[config.mk]
export PLATFORM = sky130hd
export DESIGN_NAME = pattern_serializer
export DESIGN_NICKNAME = d
export VERILOG_FILES = /design/src/rtl/serializer_pkg.sv /design/src/rtl/pattern_serializer_tick_gen.sv /design/src/rtl/pattern_serializer.sv
export SDC_FILE = /design/constraint.sdc
export NUM_CORES = 1
export LEC_CHECK = 0
export ABC_CLOCK_PERIOD_IN_PS = 2000
export CAP_MARGIN = 10
export CORE_MARGIN = 3
export CORE_UTILIZATION = 40
export CTS_CLUSTER_SIZE = 10
export DETAILED_ROUTE_END_ITERATION = 10
export GPL_ROUTABILITY_DRIVEN = 0
export PLACE_DENSITY = 0.74
export SLEW_MARGIN = 5
export SYNTH_ARGS = -nofsm -noshare
export SYNTH_HDL_FRONTEND = slang
export SYNTH_SLANG_ARGS = --single-unit
export TNS_END_PERCENT = 10
[constraint.sdc]
create_clock -name clk -period 2 [get_ports clk]
set_clock_uncertainty 0.2 [all_clocks]
set_input_delay 0.2 -clock clk [delete_from_list [all_inputs] [get_ports clk]]
set_output_delay 0.2 -clock clk [all_outputs]
set_load 0.03 [all_outputs]
[src/rtl/serializer_pkg.sv]
// Shared types and defaults for the pattern serializer and its bit-period divider.
package serializer_pkg;

    typedef enum logic [1:0] {
        IDLE  = 2'd0,
        SHIFT = 2'd1,
        DONE  = 2'd2
    } state_t;

    localparam int DEFAULT_WIDTH    = 8;
    localparam int DEFAULT_TICK_DIV = 4;

    // A divide-by-1 divider still needs one flop so the count vector is never zero-width.
    function automatic int div_width(input int n);
        return (n > 1) ? $clog2(n) : 1;
    endfunction

endpackage

[src/rtl/pattern_serializer_tick_gen.sv]
// Mod-TICK_DIV counter: tick on count 0, wrap on count TICK_DIV-1; sync clear beats enable.
module tick_gen
    import serializer_pkg::*;
#(
    parameter int TICK_DIV = DEFAULT_TICK_DIV
) (
    input  logic clk,
    input  logic reset,
    input  logic clear,
    input  logic enable,
    output logic tick,
    output logic wrap
);

    localparam int DIV_W = div_width(TICK_DIV);

    logic [DIV_W-1:0] count;

    assign tick = (count == '0);
    assign wrap = (count == DIV_W'(TICK_DIV - 1));

    always_ff @(posedge clk or posedge reset) begin
        if (reset) begin
            count <= '0;
        end else if (clear) begin
            count <= '0;
        end else if (enable) begin
            if (wrap) begin
                count <= '0;
            end else begin
                count <= count + DIV_W'(1);
            end
        end
    end

endmodule

[src/rtl/pattern_serializer.sv]
// Latches a WIDTH-bit pattern on start and shifts it out on x, TICK_DIV clocks per bit.
// SERIALIZER_LSB_FIRST_EN selects LSB-first order; default build is MSB first.
module pattern_serializer
    import serializer_pkg::*;
#(
    parameter int WIDTH    = DEFAULT_WIDTH,
    parameter int TICK_DIV = DEFAULT_TICK_DIV
) (
    input  logic             clk,
    input  logic             reset,
    input  logic             start,
    input  logic [WIDTH-1:0] data_in,
    output logic             x,
    output logic             bit_tick,
    output logic             busy,
    output logic             done
);

    localparam int CNT_W = $clog2(WIDTH);

`ifdef SERIALIZER_LSB_FIRST_EN
    localparam int OUT_BIT = 0;
`else
    localparam int OUT_BIT = WIDTH - 1;
`endif

    state_t           state;
    state_t           state_next;
    logic [WIDTH-1:0] shreg;
    logic [WIDTH-1:0] shreg_next;
    logic [WIDTH-1:0] shifted;
    logic [CNT_W-1:0] bit_cnt;
    logic [CNT_W-1:0] bit_cnt_next;
    logic             load;
    logic             advance;
    logic             div_clear;
    logic             div_en;
    logic             div_tick;
    logic             div_wrap;
    logic             x_next;

    tick_gen #(
        .TICK_DIV(TICK_DIV)
    ) u_tick_gen (
        .clk   (clk),
        .reset (reset),
        .clear (div_clear),
        .enable(div_en),
        .tick  (div_tick),
        .wrap  (div_wrap)
    );

`ifdef SERIALIZER_LSB_FIRST_EN
    assign shifted = {1'b0, shreg[WIDTH-1:1]};
`else
    assign shifted = {shreg[WIDTH-2:0], 1'b0};
`endif

    always_comb begin
        state_next = state;
        load       = 1'b0;
        advance    = 1'b0;
        div_clear  = 1'b0;
        div_en     = 1'b0;
        case (state)
            IDLE: begin
                if (start) begin
                    state_next = SHIFT;
                    load       = 1'b1;
                    div_clear  = 1'b1;
                end
            end
            SHIFT: begin
                div_en = 1'b1;
                if (div_wrap) begin
                    if (bit_cnt == CNT_W'(WIDTH - 1)) begin
                        state_next = DONE;
                    end else begin
                        advance = 1'b1;
                    end
                end
            end
            DONE: begin
                state_next = IDLE;
            end
            default: begin
                state_next = IDLE;
            end
        endcase
    end

    always_comb begin
        shreg_next   = shreg;
        bit_cnt_next = bit_cnt;
        if (load) begin
            shreg_next   = data_in;
            bit_cnt_next = '0;
        end else if (advance) begin
            shreg_next   = shifted;
            bit_cnt_next = bit_cnt + CNT_W'(1);
        end
        // x is computed from next-cycle state so it lands in a flop aligned with busy.
        x_next = (state_next == SHIFT) ? shreg_next[OUT_BIT] : 1'b0;
    end

    always_ff @(posedge clk or posedge reset) begin
        if (reset) begin
            state   <= IDLE;
            shreg   <= '0;
            bit_cnt <= '0;
            x       <= 1'b0;
            busy    <= 1'b0;
            done    <= 1'b0;
        end else begin
            state   <= state_next;
            shreg   <= shreg_next;
            bit_cnt <= bit_cnt_next;
            x       <= x_next;
            busy    <= (state_next == SHIFT);
            done    <= (state_next == DONE);
        end
    end

    // Both operands are flops, so the strobe has no path from any input.
    assign bit_tick = busy & div_tick;

endmodule

# Yosys cells after proc, flatten, opt, wreduce, memory -nomap -nowiden
# Cells that the tools add are included.
dict set report totals {
  reg_bits 18
  wordCells 38
}
dict set report classes {
  n_mux 18
  reduce_logical 4
  add_sub_neg 2
  bitwise_logic 1
  eq_ne 5
}
# op count
set op_table {}
lappend op_table {{8-bit 2-to-1 mux} 2}
lappend op_table {{2-bit 2-to-1 mux} 6}
lappend op_table {{1-bit 2-to-1 mux} 7}
lappend op_table {{3-bit 2-to-1 mux} 2}
lappend op_table {{2-bit by 1-bit == test with 1-bit output, second input constant} 2}
lappend op_table {{2-bit == test, second input constant} 2}
lappend op_table {{2-bit logical NOT} 2}
lappend op_table {{2-bit case mux with 2 select lines} 1}
lappend op_table {{2-bit nonzero test} 2}
lappend op_table {{3-bit by 1-bit adder with 3-bit output, second input constant} 1}
lappend op_table {{3-bit == test, second input constant} 1}
lappend op_table {{2-bit by 1-bit adder with 2-bit output, second input constant} 1}
lappend op_table {{1-bit AND} 1}

# Depth between registers and ports, before layout
dict set report logic_depth {
  ltp_word 7
  ltp_mapped 6
  depth_no_buf 5
}

# By module
# A second synthesis with hierarchy kept.
dict set report hier_totals {
  cells_unflattened 62
  area_unflattened_um2 818.3
}
# mod n_inst cells_each area_each_um2 seq_area_each_um2
set modules_own_cells {}
lappend modules_own_cells {pattern_serializer 1 51 705.7 400.4}
lappend modules_own_cells {tick_gen 1 11 112.6 50.0}

# Worst setup path before layout
# Ideal clock, no wire load.
dict set report synth_timing {
  path_type {flip-flop to flip-flop}
  start {reg bit_cnt[0]}
  end {reg shreg[7]}
  setup_ns 0.124
  t_arrival_ns 1.475
  path_stages_with_launch 7
  path_slack_ns 0.200
  path_cell_list {dfrtp_1 -> ha_1 -> ha_1 -> and4bb_4 -> buf_6 -> nor3b_2 -> or2_1}
}
dict set report synth_via {
  elab_chain_len 6
}
# item line_no
set synth_lines {}
lappend synth_lines {{from (decl)} pattern_serializer.sv:32} ;# logic [CNT_W-1:0] bit_cnt;
lappend synth_lines {{from (signal assigned)} pattern_serializer.sv:117} ;# bit_cnt <= bit_cnt_next;
lappend synth_lines {{3-bit == test} pattern_serializer.sv:76} ;# if (bit_cnt == CNT_W'(WIDTH - 1)) begin
lappend synth_lines {{1-bit 2-to-1 mux} pattern_serializer.sv:76}
lappend synth_lines {{1-bit 2-to-1 mux} pattern_serializer.sv:75} ;# if (div_wrap) begin
lappend synth_lines {{1-bit 2-to-1 mux} pattern_serializer.sv:65} ;# case (state)
lappend synth_lines {{8-bit 2-to-1 mux} pattern_serializer.sv:98} ;# end else if (advance) begin
lappend synth_lines {{8-bit 2-to-1 mux} pattern_serializer.sv:95} ;# if (load) begin
lappend synth_lines {{net shreg_next[7]} pattern_serializer.sv:30} ;# logic [WIDTH-1:0] shreg_next;
lappend synth_lines {{to (signal assigned)} pattern_serializer.sv:116} ;# shreg <= shreg_next;
lappend synth_lines {{to (decl)} pattern_serializer.sv:29} ;# logic [WIDTH-1:0] shreg;
# The timed path passes the listed nets, and every way through them passes these cells. The select of a mux whose other input is x is not followed.
# A chain may end at the register's enable or synchronous reset.

# Worst setup path in the final report
dict set report layout_timing {
  start {reg bit_cnt[0]}
  end {reg bit_cnt[0]}
}
dict set report layout_via {
  elab_chain_len 5
  word_cells_on_any_way 8
  cone_classes {add/sub: 1; eq/ne: 1; mux: 5; reduce/logical: 1}
}
# item line_no
set layout_lines {}
lappend layout_lines {{3-bit == test} pattern_serializer.sv:76}
lappend layout_lines {{1-bit 2-to-1 mux} pattern_serializer.sv:76}
lappend layout_lines {{1-bit 2-to-1 mux} pattern_serializer.sv:75}
lappend layout_lines {{1-bit 2-to-1 mux} pattern_serializer.sv:65}
lappend layout_lines {{2-bit nonzero test (no source line)} n/a}
# Several ways; a longest one is shown, not always the timed one. The select of a mux whose other input is x is not followed.

==> flow_summary.json <==
{
  "antenna_found_initial": 0,
  "track_usage": 0.122,
  "first_iter_violations": 6,
  "wl_mm": 1.30,
  "hold_buffers": 0,
  "async_flop_share": 1.00,
  "row_count": 15,
  "core_mm2": 0.00182,
  "synth_top_area_cell": "dfrtp_1",
  "vias_per_cell": 5.13,
  "ys.flop_type": "dfrtp_1",
  "min_period_ns": 1.88,
  "initial_core_util": 0.443,
  "setup_viol": 0,
  "clock-sinks": 18,
  "ant_nets": 0,
  "clk_pin_slew_ns": 0.09,
  "regToRegSetupSlack_ns": 0.12,
  "fin_nets": 97,
  "grt_max_degree": 19,
  "synth_top_family_by_area": "compound AO/OA/AOI/OAI gates",
  "synth_compound_area_frac": 0.214,
  "crit_type": "reg -> reg",
  "rsz0062_at_grt": "no",
  "synth_cells": 62,
  "layout_commonest_cell": "dfrtp_1",
  "io_buffers": 14,
  "wl_per_cell_um": 12.4,
  "slew_violations": 0,
  "synth.mux.area_fraction": 0.0140,
  "n_antenna_cell": 0,
  "rr_worst_depth": 5,
  "synthSimpleGateAreaFrac": 0.119,
  "grt-ovfl-total": 0,
  "cpPeakStageDelay_ns": 0.40,
  "syn_nets": 77,
  "yosysTopAreaCellShare": 0.558,
  "clock.fmax_mhz": 533,
  "vdd_drop_max_uv": 569,
  "cp.required_ns": 1.98,
  "hpwl_mm": 1.00,
  "cp-startpoint": "bit_cnt[0]$_DFFE_PP0P_",
  "synth-edff-count": 0,
  "worst_slew_pin_slew_ns": 0.654,
  "power_density_mw_per_mm2": 1240,
  "status": "complete, no violations",
  "ys_types": 21,
  "grt_pass1_wl_mm": 2.32,
  "htree_levels": 1,
  "max_slew_margin": 0.563,
  "cts_tree": "done",
  "crit_buf_inv": 0,
  "layout_worst_path_cycle_share": 0.938,
  "worstSetupEndpoint": "bit_cnt[0]$_DFFE_PP0P_",
  "clock_path_buffers": 2,
  "die_w_um": 50.9,
  "drv_cap": 0,
  "timing.rr.end": "bit_cnt[0]$_DFFE_PP0P_",
  "crit_path_start_kind": "flip-flop",
  "cp_top_family": "simple AND/OR/NAND/NOR gates",
  "yosys_warnings": 0,
  "rr_startpoint": "bit_cnt[0]$_DFFE_PP0P_",
  "holdCritPathClass": "in -> async",
  "yosys_register_bits": 18,
  "cts-root-buf": "clkbuf_4",
  "die-area_mm2": 0.00259,
  "critPathSlowestCell": "and4bb_4",
  "drive_gt1_frac": 0.125,
  "cp_max_fo": 10,
  "num_vias": 539,
  "syn-mean-instance-area_um2": 13.0,
  "yosysSeqAreaShare": 0.558,
  "setup_tns_ns": 0,
  "syn_area_um2": 807,
  "path_common_cell": "ha_1",
  "power_leakage_nw": 0.512,
  "cts_made_buffers": 3,
  "ys_top_cells_by_area": "dfrtp_1 56%, a22o_1 11%, ha_1 6.2%, a21o_1 5.6%, nor3b_4 2.3%",
  "drc": 0,
  "ioPinCount": 15,
  "path_cells": "ha_1 -> ha_1 -> and4bb_4 -> nor2_4 -> mux2_2",
  "most-common-layout-cells": "18 x dfrtp_1, 13 x clkdlybuf4s50_1, 10 x a22o_1, 6 x a21o_1",
  "fillerInstances": 167,
  "synth_xor_area_frac": 0,
  "whs_ns": 0.0941,
  "path_depth": 5,
  "die_h_um": 50.9,
  "clk_latency_ns": 0.28,
  "cp.arrival_ns": 1.85,
  "grt_pass1_vias": 552,
  "hold_viol": 0,
  "synth_fa_ha_area_frac": 0.0620,
  "crit_path_end_kind": "flip-flop",
  "areaGrowthSynthToFinish_pct": 24.3,
  "first_pass_iters": 4
}
[per-stage QoR]
stage,setup WS (ns),power (W),instances,util,area [um2]
final,0.124,0.00125,105,0.551,1000
after detailed placement,0.123,0.00110,102,0.540,982
after CTS,0.107,0.00127,105,0.551,1000
after global routing,0.0490,0.00135,105,0.551,1000
after floorplan,0.200,0.000953,62,-,807
after global placement,0.158,0.00108,102,0.540,982
[routing by layer]
layer | GRT usage | vias to the layer above | part of all wire
met5 | 0 | - | 0
li1 | - | 264 | -
met4 | 0.0807 | 0 | 0.022
met2 | 0.200 | 16 | 0.48
met1 | 0.143 | 256 | 0.46
met3 | 0.0262 | 3 | 0.043
[cell usage after synthesis (2+ instances only)]
| library cell | number |
|---|---|
| a22o_1 | 10 |
| inv_1 | 4 |
| dfrtp_1 | 18 |
| ha_1 | 4 |
| nand2_1 | 3 |
| nor2_1 | 2 |
| a21o_1 | 6 |
| a31oi_1 | 2 |
[how the worst min path moves through the flow]
stage | end | slack (ns) | depth (start not counted) | from
finish | shreg[3]$_DFFE_PP0P_ | 0.09 | 2 | reset
floorplan | bit_cnt[0]$_DFFE_PP0P_ | -0.06 | 1 | reset
global placement | shreg[2]$_DFFE_PP0P_ | 0.27 | 1 | shreg[2]$_DFFE_PP0P_
global route | shreg[3]$_DFFE_PP0P_ | 0.15 | 2 | reset
CTS | shreg[3]$_DFFE_PP0P_ | 0.12 | 2 | reset
detailed placement | shreg[5]$_DFFE_PP0P_ | 0.27 | 1 | shreg[5]$_DFFE_PP0P_
[cell families after synthesis]
logic type	Yosys count
compound gates	22
buf+inv	5
simple gates	12
mux	1
flops	18
fa+ha+maj	4
[repair_timing]
item,CTS,global route
gates resized for setup,1,0
endpoints found under the setup margin,1,0
setup buffers,0,0
[power by group]
group / switching [W] / internal [W]
clock network: 0.000101 / 0.0000700
registers: 0.0000780 / 0.000490
logic: 0.000251 / 0.000257
total: 0.000430 / 0.000817
[final cells by class]
class,instances,area [um2],area share
flip-flops and latches,18,450,0.449
inverters,4,15.0,0.0150
well taps,25,31.3,0.0312
repair buffers,16,154,0.153
clock buffers,3,22.5,0.0224
multi-input cells,39,330,0.329
[state kept, by name, summed over array words and instances (netlist names)]
name              flops
state                 2
shreg                 8
done                  1
bit_cnt               3
u_tick_gen.count      2
x                     1
busy                  1
(Power assumes the default switching activity.)
